[config.mk]
export PLATFORM = sky130hd
export DESIGN_NAME = reg_scoreboard
export DESIGN_NICKNAME = d
export VERILOG_FILES = /design/src/rtl/scb_pkg.sv /design/src/rtl/scb_counter.sv /design/src/rtl/reg_scoreboard.sv
export SDC_FILE = /design/constraint.sdc
export NUM_CORES = 1
export LEC_CHECK = 0
export ABC_AREA = 1
export BUFFER_PORTS_ARGS = -buffer_cell sky130_fd_sc_hd__buf_2
export CORE_AREA = 10 10 118 120
export CTS_CLUSTER_SIZE = 16
export DETAILED_ROUTE_END_ITERATION = 8
export DIE_AREA = 0 0 128 130
export PLACE_DENSITY = 0.69
export REMOVE_ABC_BUFFERS = 1
export SLEW_MARGIN = 10
export SYNTH_ARGS = -nofsm -noshare
export SYNTH_HDL_FRONTEND = slang
export SYNTH_SLANG_ARGS = --single-unit
[constraint.sdc]
create_clock -name clk -period 2.2 [get_ports clk]
set_clock_uncertainty 0.2 [all_clocks]
set_input_delay 0.11 -clock clk [delete_from_list [all_inputs] [get_ports clk]]
set_output_delay 0.11 -clock clk [all_outputs]
set_load 0.05 [all_outputs]
[src/rtl/scb_pkg.sv]
// rtl/scb_pkg.sv - shared register scoreboard constants (SCB_BYPASS_EN selects write-back forwarding waiver)
package scb_pkg;
    localparam int REG_AW  = 5;
    localparam int REG_NUM = 32;
    localparam int CNT_W   = 2;
    localparam int CNT_MAX = (1 << CNT_W) - 1;
endpackage

[src/rtl/scb_counter.sv]
// rtl/scb_counter.sv - saturating up/down pending-write counter with clear
module scb_counter
    import scb_pkg::*;
(
    input  logic             clk,
    input  logic             rst,
    input  logic             clr,
    input  logic             inc,
    input  logic             dec,
    output logic [CNT_W-1:0] cnt
);

    // Count issued-but-not-retired writes; hold at max and at zero, clear wins.
    always_ff @(posedge clk) begin
        if (rst || clr) begin
            cnt <= '0;
        end else if (inc && !dec && cnt != CNT_W'(CNT_MAX)) begin
            cnt <= cnt + 1'b1;
        end else if (dec && !inc && cnt != '0) begin
            cnt <= cnt - 1'b1;
        end
    end

endmodule

[src/rtl/reg_scoreboard.sv]
// rtl/reg_scoreboard.sv - issue hazard scoreboard for the register file (SCB_BYPASS_EN enables same-cycle write-back waiver)
module reg_scoreboard
    import scb_pkg::*;
(
    input  logic               clk,
    input  logic               rst,
    input  logic               issue_valid,
    input  logic [REG_AW-1:0]  issue_rs,
    input  logic [REG_AW-1:0]  issue_rt,
    input  logic               issue_rs_use,
    input  logic               issue_rt_use,
    input  logic [REG_AW-1:0]  issue_rd,
    input  logic               issue_wen,
    output logic               stall,
    input  logic               wb_valid,
    input  logic [REG_AW-1:0]  wb_rd,
    input  logic               flush,
    input  logic [REG_AW-1:0]  dbu_ra,
    output logic               dbu_ready,
    output logic [REG_NUM-1:0] busy_vec
);

    logic [CNT_W-1:0] cnt [REG_NUM];
    logic             accept;
    logic [CNT_W-1:0] rs_cnt, rt_cnt, rd_cnt, dbu_cnt;
    logic             rs_wv, rt_wv, dbu_wv;
    logic             rs_hz, rt_hz, rd_full;

    // Register 0 is hard-wired zero and never tracked.
    assign cnt[0] = '0;

    assign accept = issue_valid && !stall;

    for (genvar i = 1; i < REG_NUM; i++) begin : g_cnt
        scb_counter u_cnt (
            .clk (clk),
            .rst (rst),
            .clr (flush),
            .inc (accept && issue_wen && issue_rd == REG_AW'(i)),
            .dec (wb_valid && wb_rd == REG_AW'(i)),
            .cnt (cnt[i])
        );
    end

    // Source/destination hazard evaluation and debug readiness.
    always_comb begin
        rs_cnt  = cnt[issue_rs];
        rt_cnt  = cnt[issue_rt];
        rd_cnt  = cnt[issue_rd];
        dbu_cnt = cnt[dbu_ra];
`ifdef SCB_BYPASS_EN
        // Last outstanding write retiring now is forwarded by the write-first file.
        rs_wv  = wb_valid && wb_rd == issue_rs && rs_cnt == CNT_W'(1);
        rt_wv  = wb_valid && wb_rd == issue_rt && rt_cnt == CNT_W'(1);
        dbu_wv = wb_valid && wb_rd == dbu_ra && dbu_cnt == CNT_W'(1);
`else
        rs_wv  = 1'b0;
        rt_wv  = 1'b0;
        dbu_wv = 1'b0;
`endif
        rs_hz     = issue_rs_use && issue_rs != '0 && rs_cnt != '0 && !rs_wv;
        rt_hz     = issue_rt_use && issue_rt != '0 && rt_cnt != '0 && !rt_wv;
        rd_full   = issue_wen && issue_rd != '0 && rd_cnt == CNT_W'(CNT_MAX);
        stall     = issue_valid && (rs_hz || rt_hz || rd_full);
        dbu_ready = dbu_ra == '0 || dbu_cnt == '0 || dbu_wv;
    end

    // Busy view taken straight from the counter registers.
    always_comb begin
        busy_vec = '0;
        for (int i = 1; i < REG_NUM; i++) begin
            busy_vec[i] = cnt[i] != '0;
        end
    end

endmodule

# Word level (Yosys, flattened, before mapping)
# Index checks and enable logic that the tools add are counted.
# W data, S select, Z words.
[classes]
n_addsub = 62
n_mul = 0
n_div = 0
n_lt_le_gt_ge = 4
n_eq_ne = 94
shift = 0
mux = 74
bitwise = 4
n_reduce_logical = 331
[op_table]
columns = ["operator", "count"]
rows = [
  ["$logic_and A1 B1 Y1", 195],
  ["$eq A5 B5 Y1 const B", 32],
  ["$mux W2", 70],
  ["$reduce_bool A2 Y1", 64],
  ["$eq A5 B4 Y1 const B", 16],
  ["$logic_not A1 Y1", 63],
  ["$add A2 B1 Y2 const B", 31],
  ["$ne A2 B2 Y1 const B", 31],
  ["$sub A2 B1 Y2 const B", 31],
  ["$bmux W2 S5", 4],
  ["$eq A5 B3 Y1 const B", 8],
  ["$ge A6 B6 Y1 const B", 4],
  ["$not A5 Y6", 4],
  ["$eq A5 B2 Y1 const B", 4],
  ["$reduce_bool A5 Y1", 3],
  ["$eq A5 B1 Y1 const B", 2],
  ["$logic_not A5 Y1", 1],
  ["$logic_or A1 B1 Y1", 4],
  ["$eq A2 B2 Y1 const B", 1],
  ["$logic_not A2 Y1", 1],
]
[word_totals]
register_bits = 62
latchBits = 0
ramBits = 0
rom_bits = 0
output_inout_bits = 34
elab_cells = 600
mem_count = 0

# Depth between registers and ports, before layout
[depth]
ltp_word = 18
ltp_mapped = 21
mapped_depth_nobuf = 19

# Hierarchy
# A second synthesis with hierarchy kept.
[unflattened]
cells_unflattened = 1193
hier_area_um2 = 6451.2
[by_module_without_submodules]
columns = ["module", "n_inst", "cells_each", "area_each_um2", "seq_area_each_um2"]
rows = [
  ["scb_counter", 31, 19, 123.9, 40.0],
  ["reg_scoreboard", 1, 604, 2611.3, 0.0],
]

# Worst setup path after synthesis
# OpenSTA, ideal clock, no wires.
[synth_path]
path_kind = "reg-to-output"
startpoint = "reg g_cnt[23].u_cnt.cnt[1]"
endpoint = "out stall"
arrival_ns = 2.262
setup_slack_ns = -0.372
path_stages_with_launch = 14
cell_sequence = "dfxtp_1 -> inv_1 -> nand2_1 -> o21ai_0 -> o21ai_0 -> nand2_1 -> nand2_1 -> nand2_1 -> nand2_1 -> nand2_1 -> nand2_1 -> nor2_4 -> buf_2 -> nor2_1"
[synth_via]
elab_chain_cells = 8
[synth_lines]
columns = ["element", "line_no", "text"]
rows = [
  ["start: declaration", "scb_counter.sv:10", "output logic [CNT_W-1:0] cnt"],
  ["start signal: assignment", "scb_counter.sv:18", "cnt <= cnt + 1'b1;"],
  ["start signal: assignment", "scb_counter.sv:20", "cnt <= cnt - 1'b1;"],
  ["$bmux W2 S5 (on tied branches)", "reg_scoreboard.sv:47, reg_scoreboard.sv:48", ""],
  ["$mux W2 (on tied branches) (2 in series)", "reg_scoreboard.sv:47, reg_scoreboard.sv:48", ""],
  ["$reduce_bool A2 Y1 (on tied branches)", "reg_scoreboard.sv:61, reg_scoreboard.sv:62", ""],
  ["$logic_and A1 B1 Y1 (on tied branches)", "reg_scoreboard.sv:61, reg_scoreboard.sv:62", ""],
  ["$logic_or A1 B1 Y1", "reg_scoreboard.sv:64", "stall = issue_valid && (rs_hz || rt_hz || rd_full);"],
  ["$logic_or A1 B1 Y1 *", "reg_scoreboard.sv:64", ""],
  ["$logic_and A1 B1 Y1 *", "reg_scoreboard.sv:64", ""],
  ["end: declaration", "reg_scoreboard.sv:14", "output logic stall,"],
]
# Mark *: on every way between the ends. The rest lies on a longest branch, timed or not. The select of a mux whose other input is x is not followed.

# Worst setup path in the final report
[layout_path]
startpoint = "reg g_cnt[24].u_cnt.cnt[0]"
endpoint = "out stall"
[layout_via]
elab_chain_cells = 8
[layout_lines]
columns = ["element", "line_no"]
rows = [
  ["start: declaration", "scb_counter.sv:10"],
  ["start signal: assignment", "scb_counter.sv:18"],
  ["start signal: assignment", "scb_counter.sv:20"],
  ["$bmux W2 S5 (on tied branches)", "reg_scoreboard.sv:47, reg_scoreboard.sv:48"],
  ["$mux W2 (on tied branches) (2 in series)", "reg_scoreboard.sv:47, reg_scoreboard.sv:48"],
  ["$reduce_bool A2 Y1 (on tied branches)", "reg_scoreboard.sv:61, reg_scoreboard.sv:62"],
  ["$logic_and A1 B1 Y1 (on tied branches)", "reg_scoreboard.sv:61, reg_scoreboard.sv:62"],
  ["$logic_or A1 B1 Y1", "reg_scoreboard.sv:64"],
  ["$logic_or A1 B1 Y1 *", "reg_scoreboard.sv:64"],
  ["$logic_and A1 B1 Y1 *", "reg_scoreboard.sv:64"],
]
# Marks and branches as above.

==> metrics.md <==
| Metric | Value |
|---|---|
| Drt drc | 0 |
| Startpoint Class | flip-flop |
| Max reg flops | 62 |
| Synth unique cells | 27 |
| Final Cell Area | 8110 µm² |
| Worst path top cell family by delay | simple AND/OR/NAND/NOR gates |
| CORE AREA | approximately 12,000 µm² |
| Die X-Extent | between 100 and 150 µm |
| Worst hold path class | input pin to flip-flop |
| Top FF cell, synth | dfxtp_1 |
| Final wirelength | between 20,000 and 25,000 µm |
| Worst slew slack as a fraction of its limit | 0.592 |
| Fin Hold WS | 0.0572 ns |
| # setup viols final | 64 |
| Final worst slack | -0.277 ns |
| Post-route setup TNS | -10.02 ns |
| Critical path class | flip-flop to output port |
| H-tree depth | 3 |
| Fmax achieved | just over 0.4 GHz |
| Largest stage delay on the critical path | 0.34 ns |
| Period minus WS final | ~2.5 ns |
| Largest register by flop count | g_cnt.u_cnt.cnt |
| Chip height | 130 µm |
| Dpl cell area | 7090 µm² |
| Most common cell after layout, fill and taps aside | nand2_1 |
| CTS tree | yes |
| Dpl ws | -0.163 ns |
| Routed via count | 8,023 |
| Detailed Route Iter0 Violations | ~800 |
| TritonCTS buffer count | 9 |
| Maximum vdd drop | 343 µV |
| Die ar. | between 15,000 and 20,000 µm² |
| All-layer global routing usage | 0.267 |
| Failing checks | negative setup slack |
| Global-route wire length before repair | 35,600 µm |
| Worst setup EP type | output port |
| Dpl hpwl | between 15,000 and 20,000 µm |
| RSZ-0062 raised after global routing | true |
| Mapped Area | ~5700 µm² |
| CP arrival | approximately 2.2 ns |
| Biggest regs | g_cnt.u_cnt.cnt (62) |
| CP max FO | 4 |
| Async S/R FF share, synth | 0 |
| PwrDens | a little under 400 nW/µm² |
| Most frequent cells in the layout | nand2_1 (313), nor2_1 (135), inv_1 (127) |
| Fin nets | between 1,000 and 1,500 |
| Pleak | roughly 3.6 nW |
| Least-Margin Pin Slew | about 0.61 ns |
| CTS root buffer | clkbuf_16 |
| Outcome | finished with violations |
| Post-synth EDFFs | 0 |
| Initial antenna violation count | 0 |
| PortBufs | 65 |
| Router iterations before antenna repair | 7 |
| Synthesized instance count | ~1,100 |
| Critical Path RT | ~1.9 ns |
| Yosys top cell by area | dfxtp_1 |
| GR Overflow Total | 0 |
| Syn Area/Cell | roughly 5.2 µm² |
| Register bit total from synthesis | 62 |
| Share of layout cells above drive strength 1 | 0.288 |
| Synth top area cells | dfxtp_1 (22%), nand2_1 (22%), nand3_1 (12%), nor2_1 (11%), inv_1 (9.1%) |
| Hold Violations, Final | 0 |
| Vias per inst | between 5 and 6 |
| Final ANT Viol Nets | 0 |
| Clock latency on the worst-skew pair | 0.35 ns |
| Largest net degree at the start of global routing | 63 |
| Fin crit share | 1.13 |
| Max Slew Vio Count | 0 |
| WL/cell | 16.8 µm |
| Most common cell on crit path | nand2_1 |
| IO Pins | 67 |
| Buf/Inv on CP | 3 |
| Worst-path cell chain | inv_1, o21ai_0, nand2_1, nand2_1, nand2_1, nand2_1, nor2_1, nor2_1, nor2_2, nor2_4, nor2_4, buf_4, nor2_4, buf_8 |
| Max cap viols | 0 |
| Routability Congestion | between 1 and 1.5 |
| CTS sink cnt | 62 |
| Antenna diodes | 0 |
| CTS clk-pin slew, worst paths | about 0.060 ns |
| Area growth syn-to-layout | 42.6% |
| Synth Warn # | 0 |
| Total power draw | ~0.0032 W |
| Post-synthesis sequential area ratio | 0.218 |
| Vias in the first global route | between 7,000 and 8,000 |
| Starting Density | 0.486 |
| Slowest-stage cell, CP | dfxtp_1 |
| Top cell type's share of synthesized area | 0.218 |
| Num rows | 40 |
| Clock Tree Buf Depth | 2 |
per-layer routing:
metal	track usage	wire (µm)
met3	0.0580	2360
met1	0.345	9580
met4	0.113	825
met5	0	0
met2	0.420	11000
stage by stage:
| step | instances | util |
|---|---|---|
| after floorplan | 1043 | - |
| after global placement | 1388 | 0.606 |
| after detailed placement | 1388 | 0.606 |
| after CTS | 1408 | 0.652 |
| after global routing | 1413 | 0.693 |
| final | 1413 | 0.693 |
cell type report:
class                   count  area, µm²
multi-input cells         837       4230
fillers                  1092       3600
repair buffers            209       1610
flip-flops and latches     62       1280
inverters                 144        541
clock buffers              13        270
well taps                 147        184
clock inverters             1       5.00
logic make-up after synthesis:
kind of cell,after synthesis,synth area share
AOI/OAI and AO/OA,161,0.158
buffers and inverters,187,0.130
DFF,62,0.218
other,1,0.000659
and+or+nand+nor,675,0.493
Yosys cell counts (2+ instances only):
| cell type | count |
|---|---|
| nand2_1 | 326 |
| nor2_1 | 160 |
| inv_1 | 138 |
| nand3_1 | 134 |
| a21oi_1 | 65 |
| dfxtp_1 | 62 |
| o21ai_0 | 50 |
| nor3_1 | 31 |
| nand4_1 | 22 |
| a31oi_1 | 19 |
| clkbuf_1 | 19 |
| buf_2 | 17 |
| o2111ai_1 | 9 |
| o211ai_1 | 8 |
| buf_4 | 4 |
| buf_1 | 3 |
| clkinv_1 | 3 |
| inv_2 | 3 |
| o21ai_1 | 3 |
| o22ai_1 | 2 |
| o31ai_1 | 2 |
path summary, 6_finish.rpt:
| path | from | to | slack (ns) | cells past startpoint |
|---|---|---|---|---|
| max | g_cnt[24].u_cnt.cnt[0] | stall | -0.28 | 14 |
| min | rst | g_cnt[27].u_cnt.cnt[0] | 0.06 | 5 |
| max reg2reg | g_cnt[24].u_cnt.cnt[0] | g_cnt[31].u_cnt.cnt[0] | -0.24 | 17 |
| min reg2reg | g_cnt[27].u_cnt.cnt[1] | g_cnt[27].u_cnt.cnt[1] | 0.28 | 2 |
worst register-to-register path: stages (launching register included):
cell,delay [ns]
dfxtp_1,0.34
inv_1,0.06
o21ai_0,0.23
nand2_1,0.08
nand2_1,0.07
nand2_1,0.07
nand2_1,0.06
nor2_1,0.04
nor2_1,0.17
nor2_2,0.08
nor2_4,0.12
nor2_4,0.05
buf_4,0.17
buf_12,0.15
nand3_1,0.12
nand3_2,0.10
a21oi_1,0.15
nor2_1,0.06
power by group:
group / total, W / switching [W] / internal (W)
sequential: 0.00112 / 0.000000853 / 0.00112
combinational: 0.000736 / 0.000476 / 0.000260
clock: 0.00137 / 0.000527 / 0.000839
timing repair:
item / CTS / global route
hold buffers: 0 / 0
gates resized for setup: 84 / 118
setup buffers: 5 / 5
pin swaps: 19 / 64
setup endpoints to repair: 64 / 64
gates cloned: 1 / 4
(Power assumes the default switching activity.)
